$ cat src/rtl/if_fetch_unit.sv
// Instruction-fetch stage: owns the PC, runs the req/ack handshake to instruction memory, feeds IF/ID.
// Optional bubble counter output FetchBubbles when IF_PERF_CNT_EN is defined.
module if_fetch_unit #(
    parameter logic [15:0] RESET_PC = 16'h0000,
    parameter logic [15:0] NOP_INS  = 16'h0800
) (
    input  logic        Clk,
    input  logic        Rst,
    input  logic        Stall,
    input  logic        BranchTaken,
    input  logic [15:0] BranchTarget,
    output logic        ImReq,
    output logic [15:0] ImAddr,
    input  logic        ImAck,
    input  logic [15:0] ImData,
    output logic [15:0] PcAddr4,
    output logic [15:0] InsOut,
`ifdef IF_PERF_CNT_EN
    output logic [31:0] FetchBubbles,
`endif
    output logic        IfIdRst
);

    typedef enum logic [1:0] {
        S_REQ,
        S_HOLD,
        S_DROP
    } state_t;

    state_t      state;
    logic [15:0] pc;
    logic [15:0] buf_ins;
    logic [15:0] buf_pc4;
    logic        bubble;

    // Edges on which IF/ID is told to load a NOP (a held stall does not count).
    always_comb begin
        bubble = BranchTaken ||
                 (!Stall && ((state == S_REQ && !ImAck) || state == S_DROP));
    end

    always_ff @(posedge Clk) begin
        if (Rst) begin
            state   <= S_REQ;
            pc      <= RESET_PC;
            ImReq   <= 1'b1;
            ImAddr  <= RESET_PC;
            PcAddr4 <= RESET_PC;
            InsOut  <= NOP_INS;
            IfIdRst <= 1'b1;
            buf_ins <= '0;
            buf_pc4 <= '0;
        end else begin
            if (bubble) begin
                IfIdRst <= 1'b1;
                InsOut  <= NOP_INS;
            end
            if (BranchTaken) begin
                pc <= BranchTarget;
                case (state)
                    S_REQ: begin
                        // An unacked request must keep its address; wait it out in S_DROP.
                        if (ImAck) ImAddr <= BranchTarget;
                        else       state  <= S_DROP;
                    end
                    S_HOLD: begin
                        ImReq  <= 1'b1;
                        ImAddr <= BranchTarget;
                        state  <= S_REQ;
                    end
                    default: state <= S_DROP;
                endcase
            end else begin
                case (state)
                    S_REQ: begin
                        if (ImAck) begin
                            if (Stall) begin
                                buf_ins <= ImData;
                                buf_pc4 <= pc + 16'd1;
                                ImReq   <= 1'b0;
                                state   <= S_HOLD;
                            end else begin
                                InsOut  <= ImData;
                                PcAddr4 <= pc + 16'd1;
                                IfIdRst <= 1'b0;
                                pc      <= pc + 16'd1;
                                ImAddr  <= pc + 16'd1;
                            end
                        end
                    end
                    S_HOLD: begin
                        if (!Stall) begin
                            InsOut  <= buf_ins;
                            PcAddr4 <= buf_pc4;
                            IfIdRst <= 1'b0;
                            pc      <= buf_pc4;
                            ImReq   <= 1'b1;
                            ImAddr  <= buf_pc4;
                            state   <= S_REQ;
                        end
                    end
                    S_DROP: begin
                        if (ImAck) begin
                            ImAddr <= pc;
                            state  <= S_REQ;
                        end
                    end
                    default: state <= S_REQ;
                endcase
            end
        end
    end

`ifdef IF_PERF_CNT_EN
    always_ff @(posedge Clk) begin
        if (Rst)
            FetchBubbles <= '0;
        else if (bubble && FetchBubbles != '1)
            FetchBubbles <= FetchBubbles + 32'd1;
    end
`endif

endmodule

$ cat config.mk
export PLATFORM = sky130hd
export DESIGN_NAME = if_fetch_unit
export DESIGN_NICKNAME = d
export VERILOG_FILES = /design/src/rtl/if_fetch_unit.sv
export SDC_FILE = /design/constraint.sdc
export NUM_CORES = 1
export LEC_CHECK = 0
export ABC_CLOCK_PERIOD_IN_PS = 2100
export BUFFER_PORTS_ARGS = -buffer_cell sky130_fd_sc_hd__buf_2
export CAP_MARGIN = 20
export CORE_UTILIZATION = 30
export DETAILED_ROUTE_END_ITERATION = 12
export GPL_ROUTABILITY_DRIVEN = 0
export SETUP_SLACK_MARGIN = 0.5
export SLEW_MARGIN = 20
export SYNTH_ARGS = -nofsm -noshare
export SYNTH_HDL_FRONTEND = slang
export SYNTH_SLANG_ARGS = --single-unit
$ cat constraint.sdc
create_clock -name Clk -period 2.1 [get_ports Clk]
set_clock_uncertainty 0.15 [all_clocks]
set_input_delay 0.105 -clock Clk [delete_from_list [all_inputs] [get_ports Clk]]
set_output_delay 0.105 -clock Clk [all_outputs]
set_load 0.005 [all_outputs]
==> results of run 1 <==
==> placed cells by master, fill, tap and decap left out, drive strengths merged, types with 14 or more instances in the layout <==
cell type | Yosys | layout
nor2 | 59 | 59
nor3 | 33 | 33
a31oi | 17 | 17
inv | 13 | 19
nand3 | 14 | 14
a211oi | 14 | 14
a21oi | 69 | 69
buf | 29 | 202
nand2 | 88 | 88
dlygate4sd3 | 0 | 30
o21ai | 50 | 50
a221oi | 30 | 30
dfxtp | 100 | 100
==> final cells by class <==
class / instances / area share
timing repair buffer: 235 / 0.246
multi-input combinational: 498 / 0.453
tap: 220 / 0.0312
clock inverter: 7 / 0.00723
sequential: 100 / 0.230
clock buffer: 9 / 0.0255
inverter: 14 / 0.00652
==> kinds of logic (layout without fill, tap and decap cells) <==
group	after synthesis	in the layout	synth area share
compound gates	226	227	0.281
xor+xnor	14	14	0.0251
fa+ha+maj	5	5	0.0121
buf+inv	72	265	0.0618
flops	100	100	0.386
mux	8	8	0.0157
simple gates	240	244	0.218
==> how the worst max path moves through the flow <==
stage / start / to / depth (start not counted) / slack (ps)
global route: pc[13]$_SDFFE_PP0P_ / pc[14]$_SDFFE_PP0P_ / 6 / 20
detailed placement: state[1]$_SDFFE_PP0P_ / InsOut[1]$_SDFF_PP0_ / 5 / -140
global placement: state[1]$_SDFFE_PP0P_ / InsOut[6]$_SDFF_PP0_ / 5 / -80
CTS: pc[0]$_SDFFE_PP0P_ / ImAddr[10]$_SDFFE_PP0P_ / 7 / 160
finish: pc[13]$_SDFFE_PP0P_ / pc[14]$_SDFFE_PP0P_ / 6 / 70
floorplan: pc[1]$_SDFFE_PP0P_ / ImAddr[14]$_SDFFE_PP0P_ / 6 / 150
==> registers in the layout, indices dropped and copies added (netlist names) <==
register / cells
pc: 16
buf_pc4: 16
buf_ins: 16
InsOut: 16
state: 2
ImReq: 1
PcAddr4: 16
IfIdRst: 1
ImAddr: 16
==> cells in the mapped netlist, types with 2 or more instances <==
| library cell | n | share of area |
|---|---|---|
| inv_1 | 13 | 0.0094 |
| a21o_1 | 3 | 0.0043 |
| xnor2_1 | 5 | 0.0084 |
| buf_1 | 2 | 0.0014 |
| o21ai_0 | 50 | 0.048 |
| o211ai_1 | 11 | 0.016 |
| nor4_1 | 2 | 0.0024 |
| a31oi_1 | 17 | 0.021 |
| mux2i_1 | 7 | 0.014 |
| nor2_1 | 59 | 0.043 |
| and3_1 | 2 | 0.0024 |
| nor2b_1 | 6 | 0.0072 |
| a32oi_1 | 3 | 0.0051 |
| and2_1 | 6 | 0.0072 |
| a221oi_1 | 30 | 0.051 |
| nor4b_1 | 2 | 0.0034 |
| or3_1 | 3 | 0.0036 |
| nor3_1 | 32 | 0.031 |
| buf_4 | 4 | 0.0058 |
| ha_1 | 5 | 0.012 |
| a31o_2 | 2 | 0.0034 |
| a21oi_1 | 68 | 0.066 |
| xor2_1 | 8 | 0.014 |
| o31ai_1 | 2 | 0.0029 |
| clkbuf_1 | 29 | 0.021 |
| nand3_2 | 2 | 0.0039 |
| nor3b_1 | 3 | 0.0043 |
| nand2_1 | 87 | 0.063 |
| buf_2 | 22 | 0.021 |
| or2_2 | 2 | 0.0024 |
| a22o_1 | 3 | 0.0051 |
| o311ai_0 | 2 | 0.0034 |
| a22oi_1 | 6 | 0.0087 |
| dfxtp_1 | 100 | 0.39 |
| nand2b_1 | 12 | 0.014 |
| a211oi_1 | 14 | 0.020 |
| nand3_1 | 12 | 0.012 |
| o41ai_1 | 2 | 0.0034 |
| nand4_1 | 3 | 0.0036 |
==> metal layers <==
metal / routed length [um] / GRT usage
met1: 9060 / 0.287
met2: 10700 / 0.364
met3: 1300 / 0.0365
met4: 574 / 0.0808
met5: 0 / 0
==> report_power, final <==
group	switching, uW	total, uW	internal [uW]	leakage, uW
sequential	100	2100	2000	0.000822
clock	854	1690	839	0.000145
combinational	809	1540	730	0.00254
total	1760	5330	3570	0.00351
==> tightest hold or removal path, stage by stage <==
cell      delay [ps]
buf_2            130
clkinv_1         190
nand2_1           70
==> per-stage QoR <==
| step | instance area [um2] | util | instances |
|---|---|---|---|
| 6_report | 8820 | 0.528 | 1083 |
| 5_1_grt | 8820 | 0.528 | 1083 |
| 4_1_cts | 7870 | 0.471 | 1058 |
| 3_5_place_dp | 6310 | 0.378 | 962 |
| 3_3_place_gp | 6310 | 0.378 | 962 |
| 2_1_floorplan | 5530 | - | 665 |
==> repair_timing <==
item	CTS	global route
resized for setup	103	163
hold buffers	30	0
endpoints found under the setup margin	87	99
hold endpoints to repair	48	0
buffers inserted	36	21
pin swaps	33	84
cloned	14	4
==> summary.md, run 1 <==
| Metric | Value |
|---|---|
| Post-Syn Instances | `665` |
| # IOs | `87` |
| Netlist cell types | `63` |
| R2r startpoint | `pc[13]$_SDFFE_PP0P_` |
| Slew margin rel. | `0.654` |
| Sequential standard cell area | `0.00203 mm2` |
| Pwr dens | `605 mW/mm2` |
| Leakage | `0.00351 uW` |
| R2R depth | `6` |
| Final hold vios | `0` |
| Gr usage total | `0.220` |
| Crit. End Element | `flip-flop` |
| Die width | `133 um` |
| Total power | `5330 uW` |
| CP arrival | `2170 ps` |
| Total number of yosys warnings | `0` |
| IO buf count | `86` |
| Total congestion overflow | `0` |
| Slowest CP cell | `or4_4` |
| Die Ht | `133 um` |
| Syn nets | `707` |
| Root buf cell | `clkbuf_16` |
| Sequential share of the synthesized area | `0.386` |
| Required time worst endpoint | `2240 ps` |
| Initial drt markers | `596` |
| Min-delay worst type | `in2reg` |
| Final Setup Violations | `0` |
| Setup TNS | `0 ps` |
| CTS HTree Levels | `3` |
| CP Class | `reg2reg` |
| Main synth FF type | `dfxtp_1` |
| RSZ-0062 raised after global routing | `true` |
| Tcrit/Tclk final | `0.965` |
| Crit path max fanout | `4` |
| Reg2reg setup slack | `70 ps` |
| Vias in the first global route | `5,552` |
| Initial antenna violation count | `0` |
| Drt drc | `0` |
| WHS | `35.6 ps` |
| Synthesized area | `0.00518 mm2` |
| Clock buffer depth | `2` |
| N_diodes | `0` |
| Post-synth EDFFs | `0` |
| WL final | `21.6 mm` |
| Post-route ant nets | `0` |
| Core area | `0.0167 mm2` |
| Initial core utilization | `0.310` |
| DRT Pass-1 Iters | `7` |
| TritonCTS Sinks | `100` |
| Nets | `900` |
| Avg Vias per Cell | `5.61` |
| Dpl ws | `-143 ps` |
| DPL Wire Length | `11.7 mm` |
| Hold Crit Depth | `3` |
| Row cnt | `47` |
| Inserted Clock Buffers | `9` |
| CP bufs+invs | `2` |
| Ys async rst share | `0` |
| Max Cap Viol | `0` |
| CP top delay family | `simple AND/OR/NAND/NOR gates` |
| Crit path cell chain | `inv_1, or4_4, buf_4, o32ai_4, nand2_2, a21oi_1` |
| Hold endpoint | `ImReq$_SDFFE_PP1P_` |
| Slew Viols, Final | `0` |
| Reg-to-reg endpoint | `pc[14]$_SDFFE_PP0P_` |
| Layout cells sized above 1 | `0.482` |
| Die Area | `0.0178 mm2` |
| Max stage delay on crit path | `610 ps` |
| Fin crit period | `2030 ps` |
| Mean Syn Cell Area | `7.79 um2` |
| Hold path startpoint | `Rst` |
| DR vias | `6,079` |
| Final WS setup | `72.5 ps` |
| Fmax | `493 MHz` |
| Worst vdd ir | `0.424 mV` |
| TritonCTS clock tree | `done` |
| Largest net degree at the start of global routing | `73` |
| WL/cell | `20.0 um` |
| Clock latency on the worst-skew pair | `360 ps` |
| Startpoint class of the critical path | `flip-flop` |
| Status | `finished clean` |
| Area of the multi-input gates | `0.00400 mm2` |
| Area growth, synth to finish | `70.2%` |
| Fill count | `1,465` |
| Global-route wire length before repair | `30.3 mm` |
| Clock Pin Slew Worst Setup and Hold Paths | `80 ps` |
| Worst-Margin Slew | `517 ps` |
| Seq cells post-synth | `100` |
Power figures use the tool's default switching activity.
==> run 2, diff against run 1 <==
==> constraint.sdc (replaced) <==
create_clock -name Clk -period 2.1 [get_ports Clk]
set_clock_uncertainty 0.15 [all_clocks]
set_input_delay 0.105 -clock Clk [delete_from_list [all_inputs] [get_ports Clk]]
set_output_delay 0.105 -clock Clk [all_outputs]
set_load 0.05 [all_outputs]
==> run 2 against run 1 <==
Combinational power is 12% higher. Sequential cell count stayed put. Final cell count hardly changed. Total power is 5.3% higher.
==> summary.md, run 2 (synthesized netlist as in run 1, its figures left out) <==
| Metric | Value |
|---|---|
| Crit path cell chain | `inv_4, ha_4, buf_6, or3_4, a21oi_4, buf_12, buf_12, a221oi_2, nor3_1 (was inv_1, or4_4, buf_4, o32ai_4, nand2_2, a21oi_1)` |
| # IOs | `87 (unchanged)` |
| Final WS setup | `43.4 ps (was 72.5 ps)` |
| Hold endpoint | `pc[14]$_SDFFE_PP0P_ (was ImReq$_SDFFE_PP1P_)` |
| Most used cell, CP | `buf_12` |
| DRT Pass-1 Iters | `5 (was 7)` |
| Hold path startpoint | `BranchTarget[14] (was Rst)` |
| Avg Vias per Cell | `5.54 (was 5.61)` |
| R2R depth | `9 (was 6)` |
| Required time worst endpoint | `2240 ps (about the same)` |
| Dpl ws | `-162 ps (was -143 ps)` |
| Final Core Density | `0.527 (was 0.528)` |
| Final Setup Violations | `0 (unchanged)` |
| Layout cells sized above 1 | `0.493 (was 0.482)` |
| Area growth, synth to finish | `70.0% (was 70.2%)` |
| DPL Wire Length | `12.1 mm (was 11.7 mm)` |
| Startpoint class of the critical path | `flip-flop (unchanged)` |
| Largest net degree at the start of global routing | `73 (unchanged)` |
| Row cnt | `47 (unchanged)` |
| Die Ht | `133 um (unchanged)` |
| Slew Viols, Final | `0 (unchanged)` |
| Die Area | `0.0178 mm2 (unchanged)` |
| Crit path max fanout | `8 (was 4)` |
| Min-delay worst type | `in2reg (unchanged)` |
| WL/cell | `19.2 um (was 20.0 um)` |
| DR vias | `5,990 (was 6,079)` |
| Most frequent cells in the layout | `dfxtp_1, buf_2, buf_4 (unchanged)` |
| IO buf count | `86 (unchanged)` |
| RSZ-0062 raised after global routing | `true (unchanged)` |
| Inserted Clock Buffers | `9 (unchanged)` |
| Clock Pin Slew Worst Setup and Hold Paths | `90 ps (was 80 ps)` |
| Nets | `899 (was 900)` |
| Tcrit/Tclk final | `0.979 (was 0.965)` |
| Vias in the first global route | `5,395 (was 5,552)` |
| Commonest non-fill, non-tap cell in the layout | `dfxtp_1 (unchanged)` |
| Final hold vios | `0 (unchanged)` |
| Slew margin rel. | `0.542 (was 0.654)` |
| Fin crit period | `2060 ps (was 2030 ps)` |
| CP Class | `reg2reg (unchanged)` |
| N_diodes | `0 (unchanged)` |
| Initial drt markers | `364 (was 596)` |
| TritonCTS Sinks | `100 (unchanged)` |
| Setup TNS | `0 ps (unchanged)` |
| Fmax | `486 MHz (was 493 MHz)` |
| Hold Crit Depth | `5 (was 3)` |
| Worst-Margin Slew | `686 ps (was 517 ps)` |
| Core area | `0.0167 mm2 (unchanged)` |
| CTS HTree Levels | `3 (unchanged)` |
| Global-route wire length before repair | `29.4 mm (was 30.3 mm)` |
| Initial core utilization | `0.310 (unchanged)` |
| Max stage delay on crit path | `370 ps (was 610 ps)` |
| Reg2reg setup slack | `40 ps (was 70 ps)` |
| Max Cap Viol | `0 (unchanged)` |
| Crit. End Element | `flip-flop (unchanged)` |
| Clock buffer depth | `2 (unchanged)` |
| Drt drc | `0 (unchanged)` |
| Leakage | `0.00350 uW (was 0.00351 uW)` |
| Clock latency on the worst-skew pair | `360 ps (about the same)` |
| Worst Setup SP | `state[1]$_SDFFE_PP0P_ (was pc[13]$_SDFFE_PP0P_)` |
| Total congestion overflow | `0 (unchanged)` |
| Post-route insts no fill | `1,082 (was 1,083)` |
| CP arrival | `2200 ps (was 2170 ps)` |
| WL final | `20.8 mm (was 21.6 mm)` |
| Die width | `133 um (unchanged)` |
| Post-route ant nets | `0 (unchanged)` |
| Gr usage total | `0.214 (was 0.220)` |
| R2r startpoint | `state[1]$_SDFFE_PP0P_ (was pc[13]$_SDFFE_PP0P_)` |
| Initial antenna violation count | `0 (unchanged)` |
| Inst Count DP | `962 (unchanged)` |
| Pwr dens | `638 mW/mm2 (was 605 mW/mm2)` |
| Worst vdd ir | `0.476 mV (was 0.424 mV)` |
| Total power | `5620 uW (was 5330 uW)` |
| Slowest CP cell | `dfxtp_4 (was or4_4)` |
| Status | `finished clean (unchanged)` |
| Root buf cell | `clkbuf_16 (unchanged)` |
| Reg-to-reg endpoint | `InsOut[0]$_SDFF_PP0_ (was pc[14]$_SDFFE_PP0P_)` |
| TritonCTS clock tree | `done (unchanged)` |
## run 2: cell types whose count changed in the layout (fill, tap and decap cells not counted), sizes merged
| cell | change |
|---|---|
| nor2b | -1 |
| inv | -2 |
| a211o | -1 |
| buf | -1 |
| clkinv | +2 |
| clkbuf | +3 |
| or2 | -1 |
## run 2: worst max-delay path by stage
stage | slack (ps) | cells after the start | endpoint
after floorplan | 150 | 6 | ImAddr[14]$_SDFFE_PP0P_
after global placement | -110 | 5 | InsOut[8]$_SDFF_PP0_
after detailed placement | -160 | 5 | InsOut[10]$_SDFF_PP0_
after CTS | 140 | 6 | ImAddr[14]$_SDFFE_PP0P_
after global routing | -30 | 9 | InsOut[0]$_SDFF_PP0_
final | 40 | 9 | InsOut[0]$_SDFF_PP0_
## run 2: power by group
part / leakage [uW] / switching [uW] / total (uW) / internal (uW)
Clock: 0.000157 / 913 / 1790 / 877
Sequential: 0.000820 / 98.3 / 2100 / 2000
Combinational: 0.00253 / 976 / 1730 / 751
## run 2: layer usage
metal / share of wire / track usage / vias to the layer above
met1: 0.42 / 0.279 / 2876
met3: 0.069 / 0.0407 / 61
met4: 0.035 / 0.0802 / 0
li1: - / - / 2805
met5: 0 / 0 / -
met2: 0.48 / 0.348 / 248
## run 2: critical path, delay by kind of cell (launching register included)
kind	cells	cell delay, ps
simple gates	2	620
buf+inv	4	430
compound gates	2	230
flops	1	370
fa+ha+maj	1	190
## run 2: stage by stage
stage	hold WS, ps	cell area, um2
after floorplan	83.4	5520
after global placement	200	6280
after detailed placement	210	6280
after CTS	40.8	7530
after global routing	58.2	8810
final	31.0	8810
## run 2: timing repair
item,4_1_cts,5_1_grt
pin swaps,27,110
endpoints found under the setup margin,98,100
gates resized for setup,66,199
cloned,7,6
endpoints found under the hold margin,51,0
hold buffers,30,0
setup buffers,23,38
## run 2: layout make-up
class | count | area (um2)
Clock buffer | 9 | 225
Clock inverter | 7 | 98.8
Fill cell | 1486 | 7890
Inverter | 14 | 57.6
Multi-Input combinational cell | 495 | 3970
Sequential cell | 100 | 2020
Tap cell | 220 | 275
Timing Repair Buffer | 237 | 2160
==> run 3, diff against run 2 <==
--- a/config.mk
+++ b/config.mk
@@ -11,7 +11,7 @@
 export CORE_UTILIZATION = 30
 export DETAILED_ROUTE_END_ITERATION = 12
 export GPL_ROUTABILITY_DRIVEN = 0
-export SETUP_SLACK_MARGIN = 0.5
+export SETUP_SLACK_MARGIN = 0.15
 export SLEW_MARGIN = 20
 export SYNTH_ARGS = -nofsm -noshare
 export SYNTH_HDL_FRONTEND = slang
==> run 3 against run 2 <==
Non-clock buffer count shrank 37. First-iteration DRC count is 3.8% lower. Global-route usage decreased by 2.2 points. Critical path type unchanged.
==> summary.md, run 3 (synthesized netlist as in run 1, its figures left out) <==
| Metric | Value |
|---|---|
| CP arrival | `2090 ps (was 2200 ps)` |
| Area growth, synth to finish | `40.2% (was 70.0%)` |
| Reg2reg setup slack | `130 ps (was 40 ps)` |
| Fin crit period | `1970 ps (was 2060 ps)` |
| N_diodes | `0 (unchanged)` |
| Leakage | `0.00285 uW (was 0.00350 uW)` |
| Most frequent cells in the layout | `dfxtp_1, nand2_1, buf_2 (was dfxtp_1, buf_2, buf_4)` |
| Global-route wire length before repair | `26.9 mm (was 29.4 mm)` |
| DR vias | `5,561 (was 5,990)` |
| Required time worst endpoint | `2230 ps (was 2240 ps)` |
| Min-delay worst type | `in2reg (unchanged)` |
| Flop pwr share | `0.415 (was 0.374)` |
| Total congestion overflow | `0 (unchanged)` |
| RSZ-0062 raised after global routing | `true (unchanged)` |
| Worst vdd ir | `0.420 mV (was 0.476 mV)` |
| Die Ht | `133 um (unchanged)` |
| Clock power frac | `0.332 (was 0.319)` |
| R2R depth | `8 (was 9)` |
| Core area | `0.0167 mm2 (unchanged)` |
| Initial drt markers | `350 (was 364)` |
| Worst Setup SP | `state[1]$_SDFFE_PP0P_ (unchanged)` |
| Layout cells sized above 1 | `0.284 (was 0.493)` |
| DPL Wire Length | `12.0 mm (was 12.1 mm)` |
| Clock buffer depth | `2 (unchanged)` |
| Setup TNS | `0 ps (unchanged)` |
| Nets | `860 (was 899)` |
| Commonest non-fill, non-tap cell in the layout | `dfxtp_1 (unchanged)` |
| CP Class | `reg2reg (unchanged)` |
| Max Cap Viol | `0 (unchanged)` |
| Worst-Margin Slew | `447 ps (was 686 ps)` |
| Reg-to-reg endpoint | `InsOut[5]$_SDFF_PP0_ (was InsOut[0]$_SDFF_PP0_)` |
| TritonCTS clock tree | `done (unchanged)` |
| Switching Power | `1670 uW (was 1990 uW)` |
| Crit path max fanout | `5 (was 8)` |
| Initial core utilization | `0.310 (unchanged)` |
| Pint | `3350 uW (was 3630 uW)` |
| Clock Pin Slew Worst Setup and Hold Paths | `80 ps (was 90 ps)` |
| R2r startpoint | `state[1]$_SDFFE_PP0P_ (unchanged)` |
| Fill count | `1,685 (was 1,486)` |
| Dpl ws | `0.322 ps (was -162 ps)` |
| CP top delay family | `simple AND/OR/NAND/NOR gates (unchanged)` |
| Die width | `133 um (unchanged)` |
| DRT Pass-1 Iters | `5 (unchanged)` |
| Final Setup Violations | `0 (unchanged)` |
| Slew margin rel. | `0.702 (was 0.542)` |
| Final WS setup | `135 ps (was 43.4 ps)` |
| CTS HTree Levels | `3 (unchanged)` |
| Avg Vias per Cell | `5.33 (was 5.54)` |
| Inserted Clock Buffers | `9 (unchanged)` |
| TritonCTS Sinks | `100 (unchanged)` |
| Max stage delay on crit path | `400 ps (was 370 ps)` |
| Row cnt | `47 (unchanged)` |
| Root buf cell | `clkbuf_16 (unchanged)` |
| Hold endpoint | `buf_pc4[11]$_SDFFE_PP0P_ (was pc[14]$_SDFFE_PP0P_)` |
| Initial antenna violation count | `0 (unchanged)` |
| Clock latency on the worst-skew pair | `360 ps (about the same)` |
| Tcrit/Tclk final | `0.936 (was 0.979)` |
| WL final | `17.5 mm (was 20.8 mm)` |
| Post-route ant nets | `0 (unchanged)` |
| Switching part of the total power | `0.333 (was 0.354)` |
| Largest net degree at the start of global routing | `43 (was 73)` |
| Status | `finished clean (unchanged)` |
| Drt drc | `0 (unchanged)` |
| Vias in the first global route | `5,214 (was 5,395)` |
| Final hold vios | `0 (unchanged)` |
| CP bufs+invs | `3 (was 4)` |
| Pwr dens | `692 mW/mm2 (was 638 mW/mm2)` |
| Slew Viols, Final | `0 (unchanged)` |
| Slowest CP cell | `or3_4 (was dfxtp_4)` |
| # IOs | `87 (unchanged)` |
| Gr usage total | `0.192 (was 0.214)` |
| Fmax | `509 MHz (was 486 MHz)` |
| Combinational share of power | `0.253 (was 0.307)` |
| Die Area | `0.0178 mm2 (unchanged)` |
| Hold path startpoint | `Rst (was BranchTarget[14])` |
| Most used cell, CP | `buf_12 (unchanged)` |
| WL/cell | `16.8 um (was 19.2 um)` |
| IO buf count | `86 (unchanged)` |
| Crit path cell chain | `buf_4, ha_4, or3_4, a21oi_4, buf_12, buf_12, a221oi_1, nor3_1 (was inv_4, ha_4, buf_6, or3_4, a21oi_4, buf_12, buf_12, a221oi_2, nor3_1)` |
| Startpoint class of the critical path | `flip-flop (unchanged)` |
| Crit. End Element | `flip-flop (unchanged)` |
| Hold Crit Depth | `2 (was 5)` |
## run 3: changes by cell type in the layout (fill, tap and decap cells not counted), sizes merged
cell | before | now
and2 | 7 | 6
buf | 201 | 168
clkbuf | 15 | 10
dlygate4sd3 | 30 | 31
or2 | 3 | 2
## run 3: worst max path at each step
stage                              end  slack (ps)  cells past startpoint
6_report          InsOut[5]$_SDFF_PP0_         130                      8
5_1_grt           InsOut[2]$_SDFF_PP0_          50                      7
4_1_cts        ImAddr[15]$_SDFFE_PP0P_         130                      6
3_5_place_dp   ImAddr[13]$_SDFFE_PP0P_         0.3                      6
3_3_place_gp   ImAddr[13]$_SDFFE_PP0P_          10                      6
2_1_floorplan  ImAddr[14]$_SDFFE_PP0P_         120                      6
## run 3: layer usage
layer,up-vias,part of all wire,global-route usage
met5,-,0,0
met4,0,0.036,0.0827
li1,2714,-,-
met3,43,0.052,0.0312
met1,2611,0.44,0.241
met2,193,0.48,0.324
## run 3: repair_timing
item,CTS,global route
setup endpoints to repair,73,89
hold buffers,31,0
gates cloned,0,1
setup buffers,1,11
endpoints found under the hold margin,51,0
pin swaps,0,13
resized for setup,18,34
## run 3: power groups by stage
| stage | combinational (uW) | sequential [uW] | clock, uW |
|---|---|---|---|
| 4_1_cts | 1190 | 2080 | 1710 |
| 6_report | 1270 | 2080 | 1670 |
| 3_5_place_dp | 1120 | 2120 | 0 |
| 3_3_place_gp | 1120 | 2120 | 0 |
| 2_1_floorplan | 558 | 2280 | 0 |
| 5_1_grt | 1360 | 2090 | 1800 |
## run 3: per-stage QoR
| stage | area [um2] | util | power (uW) | instances | hold WS (ps) |
|---|---|---|---|---|---|
| after floorplan | 5220 | - | 2840 | 665 | 91.0 |
| after global placement | 6280 | 0.376 | 3240 | 983 | 209 |
| after detailed placement | 6280 | 0.376 | 3240 | 983 | 214 |
| after CTS | 6990 | 0.418 | 4980 | 1031 | 25.8 |
| after global routing | 7260 | 0.435 | 5250 | 1043 | 53.1 |
| final | 7260 | 0.435 | 5020 | 1043 | 43.0 |
## run 3: worst register-to-register path: stages (launching register included)
cell and delay (ps):
dfxtp_2 340, buf_4 160, ha_4 180, or3_4 400, a21oi_4 210, buf_12 160, buf_12 110, a221oi_1 70
nor3_1 120
## run 3: cell type report
cell class | count | area [um2] | area share
clock buffers | 9 | 225 | 0.0310
repair buffers | 200 | 1510 | 0.208
flip-flops and latches | 100 | 2010 | 0.277
inverters | 14 | 55.1 | 0.00758
clock inverters | 7 | 66.3 | 0.00913
well taps | 220 | 275 | 0.0379
multi-input cells | 493 | 3120 | 0.430
